`config.mk`:
```
export PLATFORM = sky130hd
export DESIGN_NAME = bus_requester
export DESIGN_NICKNAME = d
export VERILOG_FILES = /design/src/rtl/bus_arb_pkg.sv /design/src/rtl/bus_req_fifo.sv /design/src/rtl/bus_requester.sv
export SDC_FILE = /design/constraint.sdc
export NUM_CORES = 1
export LEC_CHECK = 0
export ABC_AREA = 1
export BUFFER_PORTS_ARGS = -buffer_cell sky130_fd_sc_hd__buf_2
export CORE_AREA = 2 2 62 87
export CTS_CLUSTER_DIAMETER = 100
export DETAILED_ROUTE_END_ITERATION = 12
export DIE_AREA = 0 0 64 89
export PLACE_DENSITY = 0.8
export SLEW_MARGIN = 10
export SYNTH_ARGS = -nofsm -noshare
export SYNTH_HDL_FRONTEND = slang
export SYNTH_SLANG_ARGS = --single-unit
```
`constraint.sdc`:
```
create_clock -name clk -period 2.2 [get_ports clk]
set_clock_uncertainty 0.2 [all_clocks]
set_input_delay 0.11 -clock clk [delete_from_list [all_inputs] [get_ports clk]]
set_output_delay 0.11 -clock clk [all_outputs]
set_load 0.03 [all_outputs]
```
`src/rtl/bus_arb_pkg.sv`:
```
// rtl/bus_arb_pkg.sv - grant codes, requester FSM states and buffer sizing
package bus_arb_pkg;

  localparam logic [1:0] GNT_A    = 2'b00;
  localparam logic [1:0] GNT_B    = 2'b01;
  localparam logic [1:0] GNT_C    = 2'b10;
  localparam logic [1:0] GNT_NONE = 2'b11;

  typedef logic [1:0] state_t;

  localparam state_t ST_IDLE    = 2'd0;
  localparam state_t ST_REQ     = 2'd1;
  localparam state_t ST_XFER    = 2'd2;
  localparam state_t ST_RELEASE = 2'd3;

  localparam int FIFO_DEPTH = 4;
  localparam int CNT_W      = 3;

endpackage

```
`src/rtl/bus_req_fifo.sv`:
```
// rtl/bus_req_fifo.sv - 4-entry word buffer feeding the bus, head always visible
module bus_req_fifo
  import bus_arb_pkg::*;
#(
  parameter int DATA_W = 8
) (
  input  logic              clk,
  input  logic              rst,
  input  logic              push_i,
  input  logic [DATA_W-1:0] wdata_i,
  input  logic              pop_i,
  output logic [DATA_W-1:0] head_o,
  output logic [CNT_W-1:0]  count_o
);

  logic [DATA_W-1:0] mem_q [FIFO_DEPTH];
  logic [1:0]        wr_ptr_q, wr_ptr_d;
  logic [1:0]        rd_ptr_q, rd_ptr_d;
  logic [CNT_W-1:0]  count_q, count_d;

  always_comb begin
    wr_ptr_d = push_i ? wr_ptr_q + 2'd1 : wr_ptr_q;
    rd_ptr_d = pop_i  ? rd_ptr_q + 2'd1 : rd_ptr_q;
    count_d  = count_q + CNT_W'(push_i) - CNT_W'(pop_i);
  end

  always_ff @(posedge clk or posedge rst) begin
    if (rst) begin
      wr_ptr_q <= '0;
      rd_ptr_q <= '0;
      count_q  <= '0;
    end else begin
      wr_ptr_q <= wr_ptr_d;
      rd_ptr_q <= rd_ptr_d;
      count_q  <= count_d;
    end
  end

  // Storage carries no reset; stale contents are never observed once count is 0.
  always_ff @(posedge clk) begin
    if (push_i) mem_q[wr_ptr_q] <= wdata_i;
  end

  assign head_o  = mem_q[rd_ptr_q];
  assign count_o = count_q;

endmodule

```
`src/rtl/bus_requester.sv`:
```
// rtl/bus_requester.sv - buffers local words and bursts them onto a shared arbitrated bus
module bus_requester
  import bus_arb_pkg::*;
#(
  parameter logic [1:0] MY_ID         = GNT_A,
  parameter int         DATA_W        = 8,
  parameter int         MAX_BURST     = 4,
  parameter int         GRANT_TIMEOUT = 15
) (
  input  logic              clk,
  input  logic              rst,
  input  logic              wr_valid,
  input  logic [DATA_W-1:0] wr_data,
  output logic              wr_ready,
  output logic              req,
  input  logic [1:0]        grant,
  output logic              bus_valid,
  output logic [DATA_W-1:0] bus_data,
  output logic              bus_last,
  output logic              timeout,
  output logic              preempt
);

  localparam logic [2:0] LAST_BEAT = 3'(MAX_BURST - 1);
  localparam logic [7:0] WAIT_LAST = 8'(GRANT_TIMEOUT - 1);

  state_t            state_q, state_d;
  logic [7:0]        wait_q, wait_d;
  logic [2:0]        beat_q, beat_d;
  logic [CNT_W-1:0]  count;
  logic [DATA_W-1:0] head;
  logic              push;
  logic              granted;

  assign granted   = (grant == MY_ID);
  assign wr_ready  = (count < CNT_W'(FIFO_DEPTH));
  assign push      = wr_valid && wr_ready;
  assign req       = (state_q == ST_REQ) || (state_q == ST_XFER);
  assign bus_valid = (state_q == ST_XFER) && granted;
  // The burst ends on the beat budget or when the buffer is about to drain.
  assign bus_last  = bus_valid && ((beat_q == LAST_BEAT) || (count == CNT_W'(1)));
  assign bus_data  = bus_valid ? head : '0;
  assign timeout   = (state_q == ST_REQ) && !granted && (wait_q == WAIT_LAST);
  assign preempt   = (state_q == ST_XFER) && !granted;

  bus_req_fifo #(
    .DATA_W (DATA_W)
  ) u_fifo (
    .clk     (clk),
    .rst     (rst),
    .push_i  (push),
    .wdata_i (wr_data),
    .pop_i   (bus_valid),
    .head_o  (head),
    .count_o (count)
  );

  always_comb begin
    state_d = state_q;
    wait_d  = '0;
    beat_d  = '0;
    case (state_q)
      ST_IDLE: begin
        if (count != '0) state_d = ST_REQ;
      end
      ST_REQ: begin
        wait_d = wait_q + 8'd1;
        if (granted)      state_d = ST_XFER;
        else if (timeout) state_d = ST_RELEASE;
      end
      ST_XFER: begin
        beat_d = beat_q + {2'b00, bus_valid};
        if (!bus_valid || bus_last) state_d = ST_RELEASE;
      end
      ST_RELEASE: begin
        state_d = ST_IDLE;
      end
      default: begin
        state_d = ST_IDLE;
      end
    endcase
  end

  always_ff @(posedge clk or posedge rst) begin
    if (rst) begin
      state_q <= ST_IDLE;
      wait_q  <= '0;
      beat_q  <= '0;
    end else begin
      state_q <= state_d;
      wait_q  <= wait_d;
      beat_q  <= beat_d;
    end
  end

endmodule

```
; ---- Yosys cells after proc, flatten, opt, wreduce, memory -nomap -nowiden
; Memory sizes are Yosys's and may differ from the RTL's.
; Cells that the tools add are included.
[classes]
add_sub_neg = 6
multipliers = 0
n_div = 0
order_cmp = 1
n_eq_ne = 9
shifts = 0
muxes = 10
bitwise_logic = 0
n_reduce_logical = 15
[op_table]
columns = cell, n
row1 = 2-to-1 mux 8 bit, 2
row2 = adder 8 x 1 -> 8 bit (second input constant), 1
row3 = equality test 8 x 4 -> 1 bit (second input constant), 1
row4 = 2-to-1 mux 2 bit, 4
row5 = case mux 2 bit (4 select lines), 1
row6 = adder 3 x 1 -> 3 bit, 2
row7 = logical AND 1 bit, 6
row8 = adder 2 x 1 -> 2 bit (second input constant), 2
row9 = equality test 2 bit (second input constant), 2
row10 = zero test 2 bit, 2
row11 = equality test 3 x 1 -> 1 bit (second input constant), 1
row12 = equality test 3 x 2 -> 1 bit (second input constant), 1
row13 = logical OR 1 bit, 3
row14 = less-than comparator 3 bit (second input constant), 1
row15 = 2-to-1 mux 3 bit, 1
row16 = != test 3 bit (second input constant), 1
row17 = AND reduction 3 bit, 1
row18 = nonzero test 3 bit, 1
row19 = subtractor 3 x 1 -> 3 bit, 1
row20 = equality test 2 x 1 -> 1 bit (second input constant), 1
row21 = zero test 1 bit, 2
row22 = 2-to-1 mux 1 bit, 2
row23 = != test 2 x 1 -> 1 bit (second input constant), 1
row24 = != test 2 bit (second input constant), 1
[totals]
ff_bits = 20
latch_bits = 0
ramBits = 32
rom_bits = 0
in_bits = 13
out_inout_bits = 14
word_cells = 48
memories = 1
[mem_list]
columns = memory, words, width, rd, rd_ports_with_merged_regs, write_ports, line
row1 = u_fifo.mem_q, 4, 8, 1, 0, 1, bus_req_fifo.sv:16  ; logic [DATA_W-1:0] mem_q [FIFO_DEPTH];

; ---- Depth between registers and ports, before layout
; Gate-level depths: netlist (run 1).
[logic_depth]
ltp_word = 7
ltp_mapped = 10
ltp_nobuf = 10

; ---- Modules after synthesis
; A second synthesis (run 1) with hierarchy kept.
[unflattened]
hier_cells = 279
hier_area_um2 = 2616.3
[by_module_without_submodules]
columns = module, n_inst, cells_per_inst, area_per_inst_um2
row1 = bus_req_fifo, 1, 170, 1793.0
row2 = bus_requester, 1, 109, 823.3

; ---- Worst setup path after synthesis (run 1)
; Ideal clock, no wire load.
[synth_timing]
path_type = register -> register
startpoint = register state_q[0]
endpoint = register u_fifo.count_q[2] (netlist: u_fifo.count_o[2])
setup_ps = 129
arrival_ps = 1827
required_ps = 1871
slack_ps = 44
path_stages_with_launch = 11
cell_sequence = dfrtp_1 inv_1 ha_1 inv_2 nor2_8 inv_4 nand2_1 nand2_1 ha_1 fa_1 xor2_1
[synth_via]
elab_chain_len = 3
[synth_lines]
columns = element, line
row1 = "start, declared", bus_requester.sv:27  ; state_t state_q, state_d;
row2 = "start signal, assigned", bus_requester.sv:90  ; state_q <= state_d;
row3 = equality test 2 bit, bus_requester.sv:39  ; assign bus_valid = (state_q == ST_XFER) && granted;
row4 = logical AND 1 bit, bus_requester.sv:39
row5 = via bus_valid, bus_requester.sv:17  ; output logic bus_valid,
row6 = subtractor 3 x 1 -> 3 bit, bus_req_fifo.sv:24  ; count_d = count_q + CNT_W'(push_i) - CNT_W'(pop_i);
row7 = via u_fifo.count_d[2], bus_req_fifo.sv:19  ; logic [CNT_W-1:0] count_q, count_d;
row8 = "end signal, assigned", bus_req_fifo.sv:35  ; count_q <= count_d;
row9 = "end, declared", bus_req_fifo.sv:19
; The timed path passes the listed nets, and every way through them passes these cells.
; A chain may end at the register's enable or synchronous reset.

; ---- Worst setup path after layout (run 1)
[layout_timing]
startpoint = register state_q[0]
endpoint = register u_fifo.count_q[2] (netlist: u_fifo.count_o[2])
[layout_via]
elab_chain_len = 3
[layout_lines]
columns = element, line
row1 = equality test 2 bit, bus_requester.sv:39
row2 = logical AND 1 bit, bus_requester.sv:39
row3 = subtractor 3 x 1 -> 3 bit, bus_req_fifo.sv:24
row4 = via u_fifo.count_d[2], bus_req_fifo.sv:19
; The timed path passes the listed nets, and every way through them passes these cells.

==> results_dict.tcl, run 1 <==
set metrics [dict create \
    run_status "complete, no violations" \
    leakage_nw 1.25 \
    chipWidth_um 64 \
    port_buffers 26 \
    hold_end "u_fifo.wr_ptr_q[0]$_DFFE_PP0P_" \
    ys_seq_area_share_pct 59.7 \
    ir_drop_v 0.000848 \
    ios 27 \
    hold_path_class "input pin to flip-flop" \
    worstPathCellList "inv_2 > ha_4 > inv_2 > nor2_8 > inv_4 > nand2_1 > nand2_1 > ha_1 > fa_1 > xor2_1" \
    crit_arrival_ns 2.09 \
    cp_slowest_cell "dfrtp_1" \
    core_area_um2 4840 \
    fin_crit_ns 2.10 \
    finalCritPeriodShare_pct 95.6 \
    antenna_found_initial 0 \
    finalSetupTns_ns 0 \
    path_clk_slew_ns 0.10 \
    wl_per_cell_um 12.5 \
    cts_tree "yes" \
    worstSetupStartpoint "state_q[0]$_DFFE_PP0P_" \
    syn_avg_cell_area_um2 10.7 \
    netlist_area_um2 2450 \
    p_per_area_nw_per_um2 1100 \
    cts_made_buffers 5 \
    drc 0 \
    timing.rr.end "u_fifo.count_o[2]$_DFF_PP0_" \
    synthFlopType "edfxtp_1" \
    hpwlAfterDp_um 3010 \
    critPathMaxStageDelay_ns 0.43 \
    hold_viol 0 \
    syn2layout_area_growth_pct 17.0 \
    num_vias 1698 \
    rows 30 \
    synthCells 230 \
    clock.fmax_ghz 0.475 \
    critPathMaxFanout 5 \
    drv_slew 0 \
    reg2reg_from "state_q[0]$_DFFE_PP0P_" \
    clockBufferDepth 2 \
    reg2regPathDepth 10 \
    worst_slack_ns 0.0958 \
    clk_latency_ns 0.30 \
    wirelength_um 4260 \
    slew_headroom_pct 48.4 \
    ys_seq_elements 52 \
    final_nets 301 \
    dieArea_um2 5700 \
    die_h_um 89 \
    startpoint_type "flip-flop" \
    cts-root-buf "clkbuf_8" \
    first_pass_iters 5 \
    rsz0062_at_grt "no" \
    worstHoldStart "wr_valid" \
    tightest_slew_ns 0.773 \
    clkSinkCount 52 \
    fin_total_pwr_mw 3.15 \
    synth-edff-count 32 \
    synthArstFlopShare_pct 38.5 \
    h-tree-depth 2 \
    gp_congestion 0.792 \
    drt-initial-drc-count 44 \
    regToRegSetupSlack_ns 0.1 \
    via_per_inst 4.99 \
    track_usage_pct 16.6 \
    crit_type "flip-flop to flip-flop" \
    end_kind "flip-flop" \
    n_antenna_cell 0 \
    finalSetupViolCount 0 \
    grt_max_degree 21 \
    min_path_cells 3 \
    required_ns 2.19 \
    grt_pass1_wl_um 7160 \
    ant_nets 0 \
    maxCapViolCount 0 \
    synth_warnings 0 \
    dpl_worst_slack_ns 0.0189 \
    start_util_pct 50.6 \
    drive_gt1_share_pct 22.1 \
    grt_pass1_vias 1685 \
    ys_types 27 \
    synth_fp_nets 256 \
    gr-total-overflow 0 \
]
==> sequential cells by signal (all words and copies together) (netlist names) <==
name	count
u_fifo.count_o	3
state_q	2
u_fifo.rd_ptr_q	2
u_fifo.wr_ptr_q	2
u_fifo.mem_q	32
wait_q	8
beat_q	3
==> worst max-delay path: cells and delay by family (launching register included) <==
family | cells | cell delay [ns]
adder cells (fa/ha/maj) | 3 | 0.72
AND/OR/NAND/NOR | 3 | 0.24
flip-flops | 1 | 0.43
buffers and inverters | 3 | 0.22
XOR/XNOR | 1 | 0.17
==> layout make-up <==
class,instances,area [um2]
Sequential cell,52,1460
Fill cell,382,1980
Timing Repair Buffer,43,283
Inverter,28,110
Clock inverter,3,27.5
Clock buffer,5,68.8
Tap cell,64,80.1
Multi-Input combinational cell,145,835
==> routing by layer <==
layer  GRT usage, %  up-vias  share of wire [%]
li1               -      840                  -
met1           16.9      807                 39
met2           32.7       40                 55
met3           3.40       11                3.5
met4           6.72        0                2.2
met5              0        -                  0
==> metrics by stage <==
stage                     cells  instance area [um2]  hold WS [ns]  utilization [%]
final                       340                 2870       0.00140             59.2
after global routing        340                 2870        0.0490             59.2
after detailed placement    322                 2660        0.0932             54.9
after CTS                   339                 2850       0.00845             58.8
after floorplan             230                 2450        -0.126                -
after global placement      322                 2660        0.0738             54.9
==> cell families after synthesis <==
group           count (synthesis)  share of synthesized area (%)
compound gates                 36                           8.58
flops                          52                           59.7
xor+xnor                        4                           1.43
fa+ha+maj                      13                           6.95
simple gates                   92                           16.6
buf+inv                        33                           6.79
==> cells in the mapped netlist (all sizes together), types with 2 or more instances <==
master	count	area, um2
edfxtp	32	961
nand2	25	101
nand3	6	35.0
ha	12	150
nor2	55	230
xor2	3	26.3
dfrtp	20	500
buf	5	56.3
inv	28	110
nand4	2	12.5
nor3	3	20.0
a21oi	14	100
o21ai	22	110
==> power by group <==
part	switching [mW]	leakage (nW)	total (mW)	internal (mW)
Sequential	0.139	0.549	1.37	1.23
Clock	0.315	0.0463	0.549	0.233
Combinational	0.793	0.654	1.23	0.432
==> placed cells by master, fill, tap and decap left out, types with 2 or more instances in the layout <==
| master | instances |
|---|---|
| inv_2 | 3 |
| nor2_1 | 53 |
| inv_4 | 2 |
| nand2_1 | 24 |
| nand4_1 | 2 |
| xor2_1 | 3 |
| dlygate4sd3_1 | 9 |
| dfrtp_1 | 20 |
| a21oi_1 | 6 |
| a21oi_2 | 8 |
| inv_1 | 23 |
| edfxtp_1 | 32 |
| o21ai_1 | 8 |
| o21ai_0 | 14 |
| nor3_1 | 2 |
| buf_4 | 9 |
| clkbuf_8 | 5 |
| ha_1 | 11 |
| nand3_1 | 5 |
| buf_2 | 25 |
==> how the worst max path moves through the flow <==
| stage | depth (start not counted) | slack [ns] | to |
|---|---|---|---|
| after floorplan | 10 | 0.04 | u_fifo.count_o[2]$_DFF_PP0_ |
| after global placement | 10 | 0.11 | u_fifo.count_o[2]$_DFF_PP0_ |
| after detailed placement | 10 | 0.02 | u_fifo.count_o[2]$_DFF_PP0_ |
| after CTS | 10 | 0.004 | u_fifo.count_o[2]$_DFF_PP0_ |
| after global routing | 10 | 0.007 | u_fifo.count_o[2]$_DFF_PP0_ |
| final | 10 | 0.1 | u_fifo.count_o[2]$_DFF_PP0_ |
==> what timing repair did <==
item | 4_1_cts | 5_1_grt
hold endpoints to repair | 52 | 0
resized for setup | 2 | 2
hold buffers | 9 | 0
pin swaps | 0 | 0
endpoints found under the setup margin | 2 | 10
setup buffers | 0 | 1
Note: power is estimated with default switching activity, not from simulation.
==> run 2: changes to the inputs <==
--- a/config.mk
+++ b/config.mk
@@ -6,11 +6,12 @@
 export NUM_CORES = 1
 export LEC_CHECK = 0
 export ABC_AREA = 1
-export BUFFER_PORTS_ARGS = -buffer_cell sky130_fd_sc_hd__buf_2
-export CORE_AREA = 2 2 62 87
-export CTS_CLUSTER_DIAMETER = 100
+export CORE_AREA = 2 2 59 84
+export CTS_CLUSTER_DIAMETER = 50
 export DETAILED_ROUTE_END_ITERATION = 12
-export DIE_AREA = 0 0 64 89
+export DIE_AREA = 0 0 61 86
+export DONT_BUFFER_PORTS = 1
+export MAX_ROUTING_LAYER = met4
 export PLACE_DENSITY = 0.8
 export SLEW_MARGIN = 10
 export SYNTH_ARGS = -nofsm -noshare
==> run 2 against run 1 <==
Effect of this change:
- maximum frequency increased by 0.67%
- total power decreased by 1.3%
- sequential power is essentially flat
- first-iteration DRC count up 16%
- wire length shrank 3.2%
- global-route usage increased by 1.6 points
- hold slack improved by 0.056 ns
- setup slack better by 0.014 ns
- sequential share of layout area up 1.8 points
- clock power shrank 0.7%
==> results_dict.tcl, run 2 (synthesized netlist as in run 1, its figures left out) <==
set metrics [dict create \
    final_nets 281 \
    tightest_slew_ns 0.763 \
    syn2layout_area_growth_pct 13.0 \
    ios 27 \
    grtUsageMet3_pct 4.37 \
    whs_ns 0.0578 \
    worstHoldStart "grant[1]" \
    chipWidth_um 61 \
    core_area_um2 4460 \
    post-route-util_pct 62.0 \
    startpoint_type "flip-flop" \
    clk_latency_ns 0.31 \
    hold_viol 0 \
    gr-total-overflow 0 \
    dp_cells 299 \
    top_usage_layer "met2" \
    critPathMaxFanout 4 \
    required_ns 2.19 \
    stdcell_count 318 \
    slew_headroom_pct 49.1 \
    drive_gt1_share_pct 16.0 \
    wl_per_cell_um 13.0 \
    num_vias 1579 \
    via_per_inst 4.97 \
    run_status "complete, no violations" \
    drc 0 \
    worstSetupStartpoint "state_q[0]$_DFFE_PP0P_" \
    reg2reg_from "state_q[0]$_DFFE_PP0P_" \
    h-tree-depth 2 \
    crit_arrival_ns 2.08 \
    drv_slew 0 \
    end_kind "flip-flop" \
    wirelength_um 4120 \
    finalCritPeriodShare_pct 95.0 \
    crit_type "flip-flop to flip-flop" \
    gp_congestion 0.783 \
    ant_nets 0 \
    dieArea_um2 5250 \
    cts_made_buffers 5 \
    drt-initial-drc-count 51 \
    track_usage_pct 18.2 \
    mostFrequentLayoutCells "nor2_1 (53), edfxtp_1 (32), nand2_1 (24), inv_1 (23), dfrtp_1 (19)" \
    port_buffers 0 \
    first_pass_iters 4 \
    grt_pass1_vias 1633 \
    finalSetupTns_ns 0 \
    reg.largest.list "u_fifo.mem_q: 32 flops, wait_q: 8 flops" \
    start_util_pct 54.9 \
    path_clk_slew_ns 0.09 \
    grtUsageMet2_pct 32.6 \
    cts_tree "yes" \
    rows 29 \
    clkSinkCount 52 \
    grt_max_degree 21 \
    clock.fmax_ghz 0.478 \
    finalSetupViolCount 0 \
    p_per_area_nw_per_um2 1120 \
    hold_path_class "input pin to flip-flop" \
    rsz0062_at_grt "no" \
    largest_reg_flops 32 \
    maxCapViolCount 0 \
    n_antenna_cell 0 \
    fin_crit_ns 2.09 \
    dpl_worst_slack_ns 0.0407 \
    largest-register "u_fifo.mem_q" \
    ir_drop_v 0.000945 \
    grt_pass1_wl_um 6770 \
    layout_commonest_cell "nor2_1" \
    leakage_nw 1.16 \
    die_h_um 86 \
    cts-root-buf "clkbuf_8" \
    worst_slack_ns 0.110 \
    grtUsageMet1_pct 17.6 \
    clockBufferDepth 2 \
    antenna_found_initial 0 \
    hpwlAfterDp_um 2990 \
]
run 2: cell types whose count changed in the layout (fill, tap and decap cells not counted), sizes merged:
cell,delta
clkinv,+1
clkinvlp,-1
buf,-21
dlygate4sd3,+1
run 2: what timing repair did:
action	4_1_cts	5_1_grt
resized for setup	0	3
endpoints found under the setup margin	0	11
endpoints found under the hold margin	55	0
setup buffers	0	1
hold buffers	10	0
run 2: path summary, 6_finish.rpt:
| path | slack, ns | cells after the start | end |
|---|---|---|---|
| worst max-delay path | 0.11 | 10 | u_fifo.count_o[2]$_DFF_PP0_ |
| worst min-delay path | 0.06 | 7 | u_fifo.count_o[0]$_DFF_PP0_ |
| worst max register to register | 0.11 | 10 | u_fifo.count_o[2]$_DFF_PP0_ |
| worst min register to register | 0.27 | 1 | beat_q[2]$_DFF_PP0_ |
| max in group asynchronous | 1.10 | 2 | u_fifo.rd_ptr_q[0]$_DFFE_PP0P_ |
| min in group asynchronous | 0.17 | 2 | wait_q[5]$_DFF_PP0_ |
run 2: cell type report:
type                    instances  area, um2
inverters                      28        110
fillers                       359       1700
repair buffers                 23        198
well taps                      62       77.6
flip-flops and latches         52       1460
multi-input cells             145        825
clock inverters                 3       26.3
clock buffers                   5       68.8
run 2: worst max-delay path, cell delays in order, from the launching register on:
cell and delay [ns]:
dfrtp_1 0.41, inv_2 0.09, ha_2 0.20, inv_2 0.07
nor2_8 0.13, inv_4 0.03, nand2_1 0.05, nand2_1 0.06
ha_1 0.19, fa_1 0.38, xor2_1 0.17
run 2: report_power, final:
part | switching, mW | internal (mW)
Clock | 0.314 | 0.232
Sequential | 0.147 | 1.24
Combinational | 0.770 | 0.410
Total | 1.23 | 1.88
run 2: routing by layer:
| metal | wire (um) | part of all wire, % |
|---|---|---|
| met1 | 1610 | 39 |
| met2 | 2280 | 55 |
| met3 | 132 | 3.2 |
| met4 | 106 | 2.6 |
| met5 | 0 | 0 |
run 2: through the flow:
stage                     instance area (um2)  power [mW]
final                                    2770        3.11
after CTS                                2760        3.12
after global placement                   2560        2.50
after global routing                     2770        3.34
after detailed placement                 2560        2.55
after floorplan                          2450        2.33
